[src/rtl/pipe_hazard_unit.sv]
// Hazard/forwarding controller: tracks in-flight records from EX to WB and drives the ID stall, the EX forward selects and the ID/EX bubble.
// Define PIPE_HAZARD_PERF_EN to add saturating stall/flush event counters.
module pipe_hazard_unit #(
  parameter int NSTAGE     = 3,
  parameter int NRD        = 2,
  parameter int REG_AW     = 5,
  parameter int LOAD_STAGE = 1,
  parameter int SELW       = $clog2(NSTAGE)
) (
  input  logic                  clk_i,
  input  logic                  rst_i,
  input  logic                  hold_i,
  input  logic                  issue_valid_i,
  input  logic [REG_AW-1:0]     issue_rd_i,
  input  logic                  issue_regwrite_i,
  input  logic                  issue_load_i,
  input  logic [NRD*REG_AW-1:0] rs_addr_i,
  input  logic [NRD-1:0]        rs_used_i,
  input  logic                  flush_i,
  output logic                  stall_o,
  output logic                  bubble_o,
  output logic [NRD*SELW-1:0]   fwd_sel_o,
  output logic [NSTAGE-1:0]     stage_valid_o
`ifdef PIPE_HAZARD_PERF_EN
  ,
  output logic [31:0]           stall_cnt_o,
  output logic [31:0]           flush_cnt_o
`endif
);

  logic [NSTAGE-1:0]     valid_q, valid_d, regwrite_q, regwrite_d, load_q, load_d;
  logic [REG_AW-1:0]     rd_q [NSTAGE];
  logic [REG_AW-1:0]     rd_d [NSTAGE];
  // Only the EX record is ever asked for its sources, so later stages do not keep them.
  logic [NRD*REG_AW-1:0] rs0_q, rs0_d;
  logic [NRD-1:0]        used0_q, used0_d;
  logic                  stall_raw, bubble_raw;

  generate
    if (LOAD_STAGE == 0) begin : g_no_stall
      assign stall_raw = 1'b0;
    end else begin : g_stall
      logic [NRD-1:0] port_hit;
      for (genvar gi = 0; gi < NRD; gi++) begin : g_port
        logic [REG_AW-1:0]     src;
        logic [LOAD_STAGE-1:0] stage_hit;
        assign src = rs_addr_i[gi*REG_AW +: REG_AW];
        for (genvar gk = 0; gk < LOAD_STAGE; gk++) begin : g_stage
          assign stage_hit[gk] = valid_q[gk] & regwrite_q[gk] & load_q[gk] &
                                 (rd_q[gk] == src) & (src != '0);
        end
        assign port_hit[gi] = rs_used_i[gi] & (|stage_hit);
      end
      assign stall_raw = issue_valid_i & ~flush_i & (|port_hit);
    end
  endgenerate

  assign bubble_raw    = stall_raw | flush_i | ~issue_valid_i;
  assign stall_o       = stall_raw;
  assign bubble_o      = ~rst_i & bubble_raw;
  assign stage_valid_o = valid_q;

  generate
    for (genvar gi = 0; gi < NRD; gi++) begin : g_fwd
      logic [REG_AW-1:0] src;
      logic [SELW-1:0]   sel;
      assign src = rs0_q[gi*REG_AW +: REG_AW];
      // Walk oldest to youngest so the youngest producer overwrites.
      always_comb begin
        sel = '0;
        for (int k = NSTAGE - 1; k >= 1; k--) begin
          if (used0_q[gi] && valid_q[k] && regwrite_q[k] && (rd_q[k] == src) && (src != '0)) begin
            sel = SELW'(k);
          end
        end
      end
      assign fwd_sel_o[gi*SELW +: SELW] = sel;
    end
  endgenerate

  always_comb begin
    valid_d    = valid_q;
    regwrite_d = regwrite_q;
    load_d     = load_q;
    rd_d       = rd_q;
    rs0_d      = rs0_q;
    used0_d    = used0_q;
    if (!hold_i) begin
      for (int k = NSTAGE - 1; k > 0; k--) begin
        valid_d[k]    = valid_q[k-1];
        regwrite_d[k] = regwrite_q[k-1];
        load_d[k]     = load_q[k-1];
        rd_d[k]       = rd_q[k-1];
      end
      valid_d[0]    = ~bubble_raw;
      regwrite_d[0] = ~bubble_raw & issue_regwrite_i;
      load_d[0]     = ~bubble_raw & issue_load_i;
      rd_d[0]       = bubble_raw ? '0 : issue_rd_i;
      rs0_d         = bubble_raw ? '0 : rs_addr_i;
      used0_d       = bubble_raw ? '0 : rs_used_i;
    end
  end

  always_ff @(posedge clk_i or posedge rst_i) begin
    if (rst_i) begin
      valid_q    <= '0;
      regwrite_q <= '0;
      load_q     <= '0;
      rs0_q      <= '0;
      used0_q    <= '0;
      for (int k = 0; k < NSTAGE; k++) rd_q[k] <= '0;
    end else begin
      valid_q    <= valid_d;
      regwrite_q <= regwrite_d;
      load_q     <= load_d;
      rd_q       <= rd_d;
      rs0_q      <= rs0_d;
      used0_q    <= used0_d;
    end
  end

  // A load still inside stages 0..LOAD_STAGE has no data to forward; stall_o must have prevented this.
  always @(posedge clk_i) begin
    if (!rst_i) begin
      for (int r = 0; r < NRD; r++) begin
        for (int k = 1; k < NSTAGE; k++) begin
          if (k <= LOAD_STAGE) begin
            assert (!((fwd_sel_o[r*SELW +: SELW] == SELW'(k)) && load_q[k]));
          end
        end
      end
    end
  end

`ifdef PIPE_HAZARD_PERF_EN
  logic [31:0] stall_cnt_q, stall_cnt_d, flush_cnt_q, flush_cnt_d;

  always_comb begin
    stall_cnt_d = stall_cnt_q;
    flush_cnt_d = flush_cnt_q;
    if (!hold_i) begin
      if (stall_raw && (stall_cnt_q != 32'hFFFF_FFFF)) stall_cnt_d = stall_cnt_q + 32'd1;
      if (flush_i && (flush_cnt_q != 32'hFFFF_FFFF)) flush_cnt_d = flush_cnt_q + 32'd1;
    end
  end

  always_ff @(posedge clk_i or posedge rst_i) begin
    if (rst_i) begin
      stall_cnt_q <= '0;
      flush_cnt_q <= '0;
    end else begin
      stall_cnt_q <= stall_cnt_d;
      flush_cnt_q <= flush_cnt_d;
    end
  end

  assign stall_cnt_o = stall_cnt_q;
  assign flush_cnt_o = flush_cnt_q;
`endif

endmodule

[config.mk]
export PLATFORM = sky130hd
export DESIGN_NAME = pipe_hazard_unit
export DESIGN_NICKNAME = d
export VERILOG_FILES = /design/src/rtl/pipe_hazard_unit.sv
export SDC_FILE = /design/constraint.sdc
export NUM_CORES = 1
export LEC_CHECK = 0
export CAP_MARGIN = 20
export CELL_PAD_IN_SITES_DETAIL_PLACEMENT = 1
export CELL_PAD_IN_SITES_GLOBAL_PLACEMENT = 2
export CORE_MARGIN = 2
export CORE_UTILIZATION = 30
export CTS_BUF_LIST = sky130_fd_sc_hd__clkbuf_8 sky130_fd_sc_hd__clkbuf_16
export CTS_CLUSTER_SIZE = 12
export DETAILED_ROUTE_END_ITERATION = 16
export MAX_ROUTING_LAYER = met4
export PLACE_DENSITY = 0.77
export SLEW_MARGIN = 20
export SYNTH_ARGS = -nofsm -noshare
export SYNTH_HDL_FRONTEND = slang
export SYNTH_SLANG_ARGS = --single-unit
[constraint.sdc]
create_clock -name clk_i -period 1.99 [get_ports clk_i]
set_input_delay 0.4975 -clock clk_i [delete_from_list [all_inputs] [get_ports clk_i]]
set_output_delay 0.4975 -clock clk_i [all_outputs]
set_load 0.05 [all_outputs]
==> results.md <==
* Post-Syn Area per Cell at 11.5 µm²
* XOR/XNOR Fraction of Synth Area at 13.5%
* Fin area at 2770 µm²
* Fmax at 427 MHz
* Chip Height at 81.9 µm
* Worst-margin pin slew at 0.354 ns
* # rows at 28
* Place WS at -0.635 ns
* Clk pin slew, worst setup/hold paths at 0.07 ns
* Most frequent cells in the layout: 36 x buf_4, 30 x dfrtp_1, 18 x a22o_1
* Max Cap Viol at 0
* Starting Density at 30.9%
* #FFs+latches synth at 34
* Grt ovf at 0
* Top post-synthesis cells by area: dfrtp_1 47%, a22o_1 8.7%, mux2_2 8.7%, nor3b_1 7.0%, xnor2_1 6.7%
* P&R area growth vs syn at 52.1%
* Routed via count at 1491
* Dpl cell area at 2570 µm²
* Yosys Warn Count at 0
* Final min period at 2.34 ns
* Vias in the first global route at 1698
* CTS tree: done
* Largest net degree at the start of global routing at 37
* CTS Sinks at 34
* Core footprint at 5890 µm²
* Routed vias/inst at 4.97
* Setup_tns at -1.90 ns
* Total power at 1.73 mW
* Post-synth top area share at 46.7%
* Slowest CP cell: clkdlybuf4s50_1
* Post-Synth Simple-Gate Area at 14.6%
* Worst EP arrival at 1.84 ns
* Critical path cell sequence: clkdlybuf4s50_1 > inv_1 > o2111ai_1 > nor4_2 > a22oi_2 > buf_6 > a21oi_4 > buf_6
* RSZ-0062 raised after global routing: yes
* Hold Crit Class: register to register
* Starting DRT DRC Count at 76
* Fin Clk Skew at 0.00373 ns
* Final nets at 248
* Commonest non-fill, non-tap cell in the layout: buf_4
* WL per Instance at 17.4 µm
* DR pass1 iterations at 4
* Startpoint class of the critical path: primary input
* Failing checks: setup timing
* PortBufs at 32
* Final Max Tran Viols at 0
* Mux cell area share after synthesis at 8.66%
* Worst skew pair latency at 0.29 ns
* Post-route worst setup slack at -0.352 ns
* Layout cells sized above 1 at 41.8%
* Clock root cell: clkbuf_8
* Synth Area in Compound Gates at 12.8%
* Post-Layout Cell Count at 300
* Antenna viol nets, final at 0
* Mapped cell area at 1820 µm²
* WP data required at 1.49 ns
* Placed Cells at 285
* Sequential area share after synthesis at 46.7%
* PwrDens at 626 nW/µm²
* Status: finished, violations left
* Tcrit/Tclk final at 118%
* Post-synth cell types at 24
* Most frequent CP cell: buf_6
* Initial antenna violation count at 0
* Syn Inst Count at 158
* DRC violations left at 0
* CTS buffer count at 5
* Max incr delay on CP at 0.41 ns
* Largest area contributor in the synthesized netlist: dfrtp_1
* CP Capture Type: output port
* Synthesized Nets at 182
* Crit-path max FO at 3
* # diodes at 0
* DP Wirelength at 4010 µm
* Die area at 6710 µm²
* Critical path buffer and inverter count at 4
* Routability cong. at 0.832
* Leak at 1.24 nW
* Rel. slew slack at 76.4%
* Crit-path leading delay family: buffers and inverters
* CTS H-tree lvls at 2
* Largest family of logic cells by synthesized area: simple AND/OR/NAND/NOR gates
* GR Util All Layers at 18.2%
* Drt total wl at 5210 µm
* Peak supply drop at 276 µV
* CTS Buffer Depth at 2
* Final hold violation count at 0
* Crit Path Category: primary input to output port
* Num ports at 33
* Post-Synth Adder-Cell Area at 0%
* First-pass GRT wire length at 8720 µm
* Setup Viol. Count Final at 6
* Die width at 81.9 µm
[worst paths after layout]
check / from / to / slack [ns] / depth (start not counted)
max: rs_addr_i[4] / bubble_o / -0.35 / 8
min: load_q[0]$_DFFE_PP0N_ / load_q[0]$_DFFE_PP0N_ / 0.54 / 1
max reg2reg: rd_q[13]$_DFFE_PP0N_ / rd_q[10]$_DFFE_PP0N_ / 0.15 / 8
min reg2reg: load_q[0]$_DFFE_PP0N_ / load_q[0]$_DFFE_PP0N_ / 0.54 / 1
max in group asynchronous: rst_i / rs0_q[8]$_DFFE_PP0N_ / 1.15 / 3
min in group asynchronous: rst_i / rs0_q[3]$_DFFE_PP0N_ / 0.65 / 3
[timing repair]
| action | CTS | global route |
|---|---|---|
| setup buffers | 5 | 3 |
| hold buffers | 0 | 0 |
| cloned | 0 | 0 |
| pin swaps | 11 | 4 |
| setup endpoints to repair | 21 | 26 |
| resized for setup | 14 | 7 |
[cell type report]
| class | count | area, µm² |
|---|---|---|
| fill | 640 | 3120 |
| multi-input combinational | 110 | 1050 |
| sequential | 34 | 856 |
| timing repair buffer | 69 | 661 |
| tap | 75 | 93.8 |
| clock buffer | 6 | 82.6 |
| inverter | 4 | 15.0 |
| clock inverter | 2 | 12.5 |
[per-layer routing]
metal / routed length [µm] / share of wire, % / vias to the layer above / global-route usage [%]
met3: 164 / 3.1 / 6 / 3.30
met5: 0 / 0 / - / -
met4: 59 / 1.1 / 0 / 5.00
met2: 2830 / 54 / 31 / 32.3
li1: - / - / 717 / -
met1: 2160 / 41 / 737 / 21.1
[worst register-to-register path: cells and delay by family (launching register included)]
family                    cells  cell delay (ns)
xor gates and xnor gates      1             0.18
DFF                           1             0.45
AOI/OAI and AO/OA             3             0.48
buffers and inverters         3             0.44
and+or+nand+nor               1             0.19
[flip-flops by register name, indices dropped and copies added, names as in the netlist]
| signal | cells |
|---|---|
| used0_q | 2 |
| stage_valid_o | 3 |
| rs0_q | 10 |
| rd_q | 15 |
| load_q | 1 |
| regwrite_q | 3 |
[report_power, final]
| part | switching (mW) | total, mW | internal [mW] |
|---|---|---|---|
| clock network | 0.261 | 0.539 | 0.278 |
| registers | 0.0598 | 0.801 | 0.741 |
| logic | 0.186 | 0.394 | 0.208 |
| total | 0.507 | 1.73 | 1.23 |
[Yosys cell counts]
master      n
dfrtp_1    34
a22o_1     18
nor3b_1    17
mux2_2     14
xnor2_1    14
xor2_1     14
clkbuf_1    7
nor4_1      7
inv_1       4
nand4_1     4
nor3_1      4
o21ai_0     4
a22o_2      2
buf_6       2
nor2_1      2
o2111ai_1   2
or4_1       2
a21oi_1     1
a22oi_2     1
buf_1       1
nand2_1     1
nand2b_1    1
nand3_1     1
nor4_2      1
[stage by stage]
step                      hold WS, ns  util (%)
after global placement          0.520      43.7
after detailed placement        0.528      43.7
final                           0.540      47.0
after floorplan                 0.497         -
after global routing            0.573      47.0
after CTS                       0.545      46.2
[cell families after synthesis]
logic type / count (synthesis)
AND/OR/NAND/NOR: 40
AO/OA/AOI/OAI: 28
flip-flops: 34
buffers and inverters: 14
XOR/XNOR: 28
multiplexers: 14
Power figures use the tool's default switching activity.
==> variant 1, RTL diff (same settings) <==
`NSTAGE`: 3 -> 6.
--- a/src/rtl/pipe_hazard_unit.sv
+++ b/src/rtl/pipe_hazard_unit.sv
@@ -1,7 +1,7 @@
 // Hazard/forwarding controller: tracks in-flight records from EX to WB and drives the ID stall, the EX forward selects and the ID/EX bubble.
 // Define PIPE_HAZARD_PERF_EN to add saturating stall/flush event counters.
 module pipe_hazard_unit #(
-  parameter int NSTAGE     = 3,
+  parameter int NSTAGE     = 6,
   parameter int NRD        = 2,
   parameter int REG_AW     = 5,
   parameter int LOAD_STAGE = 1,
Ports: changed (resized fwd_sel_o and stage_valid_o); port bits go from 33 to 38. No check against the original RTL was run, so the function may have changed too.
==> variant 1 against the original RTL <==
- the flow still finishes with violations (setup timing)
- clock skew increased by 0.0061 ns
- routed wire length increased by 80%
- area after synthesis increased by 70%
- sequential cell count increased by 21
- final cell count increased by 76%
- cell area increased by 75%
- total power increased by 83%
- combinational power increased by 140%
- worst setup slack got worse by 0.46 ns
- largest cell class unchanged
- highest routed layer unchanged
==> variant 1: results (changes against the original RTL) <==
[outcome]
status = finished with violations  ; unchanged
failed_checks = setup timing  ; unchanged

[power_and_ir_drop]
vdd_drop_max_uv = 315  ; was 276 uV
power_leakage_uw = 0.00217  ; was 0.00124 uW

[timing]
setup_violations = 8  ; was 6
setup_tns_ns = -5.04  ; was -1.90 ns
fin_crit_ns = 2.81  ; was 2.34 ns
worstMarginPinSlew_ns = 0.475  ; was 0.354 ns
setup_ws_ns = -0.815  ; was -0.352 ns
worst_clock_skew_ns = 0.00979  ; was 0.00373 ns

[drt]
totalWireLength_mm = 9.37  ; was 5.21 mm
vias_per_cell = 4.88  ; was 4.97
vias = 2578  ; was 1491
drtIter0Drc = 63  ; was 76

[logic_synthesis]
syn_area_mm2 = 0.00310  ; was 0.00182 mm2
synthTopCellsByArea = dfrtp_1 44%, xnor2_1 13%, mux2_2 12%  ; was dfrtp_1 47%, a22o_1 8.7%, mux2_2 8.7%
yosys-top-cells-count = 55 x dfrtp_1, 45 x xnor2_1, 34 x mux2_2  ; was 34 x dfrtp_1, 18 x a22o_1, 17 x nor3b_1
synth.distinct_cells = 31  ; was 24
ys_seq_area_share_pct = 44.4  ; was 46.7%
synth_nets = 297  ; was 182
syn_area_per_cell_um2 = 11.3  ; was 11.5 um2
yosys_warnings = 0  ; unchanged

[clock_network]
clk_pin_slew_ns = 0.09  ; was 0.07 ns
cts_setup_buffers = 18  ; was 5
cts_made_buffers = 5  ; unchanged
clock_latency_ns = 0.32  ; was 0.29 ns
cts.repair.resized = 49  ; was 14

[layout]
nNetsFinal = 415  ; was 248
drive_above_1_share_pct = 53.8  ; was 41.8%
reg_top3 = rd_q: 30 flops, rs0_q: 10 flops  ; was rd_q: 15 flops, rs0_q: 10 flops

[grt]
grt_usage_pct = 17.7  ; was 18.2%
grt_start_max_net_pins = 56  ; was 37
grt_pass1_vias = 2921  ; was 1698
grt_pass1_wl_mm = 14.9  ; was 8.72 mm
antenna_found_initial = 0  ; unchanged

[placement]
dp.cells = 498  ; was 285
hpwl_mm = 6.44  ; was 4.01 mm
gp_congestion = 0.840  ; was 0.832
place_area_mm2 = 0.00423  ; was 0.00257 mm2
pre_cts_ws_ns = -0.707  ; was -0.635 ns
place.port_buffers = 37  ; was 32

[setup_path]
crit_slowest_cell = dfrtp_2  ; was clkdlybuf4s50_1
cp_max_fo = 4  ; was 3
max_stage_delay_ns = 0.45  ; was 0.41 ns

[min_path]
hold_depth = 1  ; unchanged

variant 1: cell types whose count changed after synthesis, sizes merged, moves of 4 or more:
cell and delta:
xnor2 +31, nand2 +6, nand4 +7, dfrtp +21, mux2 +20, nor2 +4, buf +13
variant 1: layer usage:
| layer | GRT usage (%) | vias up | part of all wire (%) |
|---|---|---|---|
| li1 | - | 1212 | - |
| met4 | 6.48 | 0 | 2.8 |
| met3 | 2.41 | 21 | 2.4 |
| met5 | - | - | 0 |
| met2 | 33.3 | 49 | 56 |
| met1 | 18.8 | 1296 | 38 |
variant 1: power breakdown:
group	internal, uW	switching (uW)	leakage (uW)
clock network	498	368	0.0000695
logic	500	456	0.00138
registers	1230	127	0.000726
variant 1: final cells by class:
type	instances	area, um2
clock buffer	5	68.8
multi-input combinational	191	1940
inverter	5	18.8
sequential	55	1390
fill	1087	5330
clock inverter	3	63.8
tap	136	170
timing repair buffer	133	1200
variant 1: cell families after synthesis:
group,share of synthesized area [%]
buffers and inverters,4.40
flip-flops,44.4
AO/OA/AOI/OAI,8.80
AND/OR/NAND/NOR,13.6
XOR/XNOR,16.4
multiplexers,12.4
variant 1: path summary, 6_finish.rpt:
path	start	to	slack, ns
hold reg to reg	regwrite_q[5]	regwrite_q[5]	0.53
min in group asynchronous	rst_i	rs0_q[3]	0.63
setup / recovery	rs0_q[7]	fwd_sel_o[5]	-0.82
max in group asynchronous	rst_i	rs0_q[4]	1.10
hold / removal	regwrite_q[5]	regwrite_q[5]	0.53
setup reg to reg	rd_q[28]	rs0_q[7]	0.23
variant 1: critical path, delay by kind of cell, from the launching register on:
| family | cells | cell delay, ns |
|---|---|---|
| buffers and inverters | 2 | 0.33 |
| flip-flops | 1 | 0.45 |
| XOR/XNOR | 1 | 0.20 |
| AND/OR/NAND/NOR | 4 | 1.02 |
==> variant 2, RTL diff (config.mk and constraints unchanged) <==
Made on the original files. `rs0_q` no longer has a reset.
--- a/src/rtl/pipe_hazard_unit.sv
+++ b/src/rtl/pipe_hazard_unit.sv
@@ -106,7 +106,6 @@
       valid_q    <= '0;
       regwrite_q <= '0;
       load_q     <= '0;
-      rs0_q      <= '0;
       used0_q    <= '0;
       for (int k = 0; k < NSTAGE; k++) rd_q[k] <= '0;
     end else begin
@@ -114,9 +113,12 @@
       regwrite_q <= regwrite_d;
       load_q     <= load_d;
       rd_q       <= rd_d;
-      rs0_q      <= rs0_d;
       used0_q    <= used0_d;
     end
+  end
+
+  always_ff @(posedge clk_i) begin
+    rs0_q <= rs0_d;
   end
 
   // A load still inside stages 0..LOAD_STAGE has no data to forward; stall_o must have prevented this.
Formal check against the unedited RTL: same outputs for any inputs over 10 cycles, from zero or initial values and one cycle with rst_i high; that may be too few to reach the edited logic, so the function may still have changed.
==> variant 2 against the original RTL <==
- the run still ends with setup timing left
- worst setup slack lost 0.040 ns
- global-route usage grew 0.074 points
- cell area grew 8.0%
- routed wire length grew 4.1%
- register-to-register slack lost 0.07 ns
- sequential cell count is the same
- total power grew 2.6%
- area after synthesis grew 0.48%
- largest power group unchanged
==> variant 2: results (changes against the original RTL) <==
[timing]
setup_violations = 15  ; was 6
setup_ws_ns = -0.392  ; was -0.352 ns
worst_clock_skew_ns = 0.00605  ; was 0.00373 ns

[outcome]
status = finished with violations  ; unchanged
failed_checks = setup timing  ; unchanged

[setup_path]
crit_family = simple AND/OR/NAND/NOR gates  ; was buffers and inverters
arrival_ns = 1.88  ; was 1.84 ns
crit_slowest_cell = or4_4  ; was clkdlybuf4s50_1
max_stage_delay_ns = 0.57  ; was 0.41 ns

[grt]
grt_pass1_vias = 1679  ; was 1698
grt_start_max_net_pins = 37  ; unchanged
grt_usage_pct = 18.3  ; was 18.2%
grt_pass1_wl_mm = 8.55  ; was 8.72 mm

[power_and_ir_drop]
power_leakage_uw = 0.00126  ; was 0.00124 uW
vdd_drop_max_uv = 280  ; was 276 uV

[logic_synthesis]
synth_nets = 186  ; was 182
synthTopCellsByArea = dfrtp_1 33%, edfxtp_1 16%, mux2_2 8.0%  ; was dfrtp_1 47%, a22o_1 8.7%, mux2_2 8.7%
synth.distinct_cells = 27  ; was 24
synthMuxAreaShare_pct = 8.00  ; was 8.66%
synth_edf_count = 10  ; was 0
yosys-top-cells-count = 24 x dfrtp_1, 16 x xnor2_1, 15 x nand2_1  ; was 34 x dfrtp_1, 18 x a22o_1, 17 x nor3b_1
ys_seq_area_share_pct = 49.2  ; was 46.7%
synth_compound_area_share_pct = 9.58  ; was 12.8%

[drt]
vias_per_cell = 4.86  ; was 4.97
drt-wirelength-per-cell_um = 17.4  ; about the same
drtIter0Drc = 39  ; was 76

[min_path]
holdCritPathClass = in -> reg  ; was reg -> reg

[placement]
gp_congestion = 0.806  ; was 0.832
hpwl_mm = 3.94  ; was 4.01 mm

[layout]
nNetsFinal = 259  ; was 248

[variant 2: cell type report]
class | instances | area [um2]
Multi-Input combinational cell | 110 | 1150
Tap cell | 75 | 93.8
Clock buffer | 6 | 82.6
Timing Repair Buffer | 72 | 701
Sequential cell | 34 | 907
Fill cell | 641 | 2930
Clock inverter | 2 | 7.51
Inverter | 12 | 45.0
[variant 2: report_power, final]
group	switching, uW	internal [uW]
Sequential	61.5	776
Combinational	208	223
Clock	238	272
[variant 2: worst paths after layout]
check	slack, ns	cells past startpoint	from	end
max	-0.39	5	rs0_q[0]	fwd_sel_o[1]
max in group asynchronous	1.00	3	rst_i	rd_q[12]
min	0.51	2	rs_addr_i[2]	rs0_q[2]
max reg2reg	0.08	6	rd_q[13]	rs0_q[8]
min reg2reg	0.53	2	load_q[0]	load_q[0]
min in group asynchronous	0.70	3	rst_i	rd_q[4]
[variant 2: layer usage]
layer  up-vias  global-route usage [%]  wire length (um)
met5         -                       -                 0
met4         0                    7.83               127
met3        12                    3.96               169
met2        33                    32.1              2960
met1       756                    19.9              2170
li1        712                       -                 -
[variant 2: metrics by stage]
stage / total power [uW] / cells / instance area [um2] / setup slack (ns) / utilization, %
after CTS: 1770 / 309 / 2890 / -0.430 / 48.7
final: 1780 / 311 / 2990 / -0.392 / 50.5
after floorplan: 1040 / 162 / 1940 / -0.263 / -
after detailed placement: 1220 / 297 / 2620 / -0.766 / 44.2
after global placement: 1200 / 297 / 2620 / -0.711 / 44.2
after global routing: 1860 / 311 / 2990 / -0.482 / 50.5
[variant 2: timing repair]
item | CTS | global route
gates resized for setup | 60 | 21
hold buffers | 0 | 0
setup endpoints to repair | 26 | 26
pin swaps | 18 | 11
gates cloned | 1 | 0
buffers inserted | 4 | 2
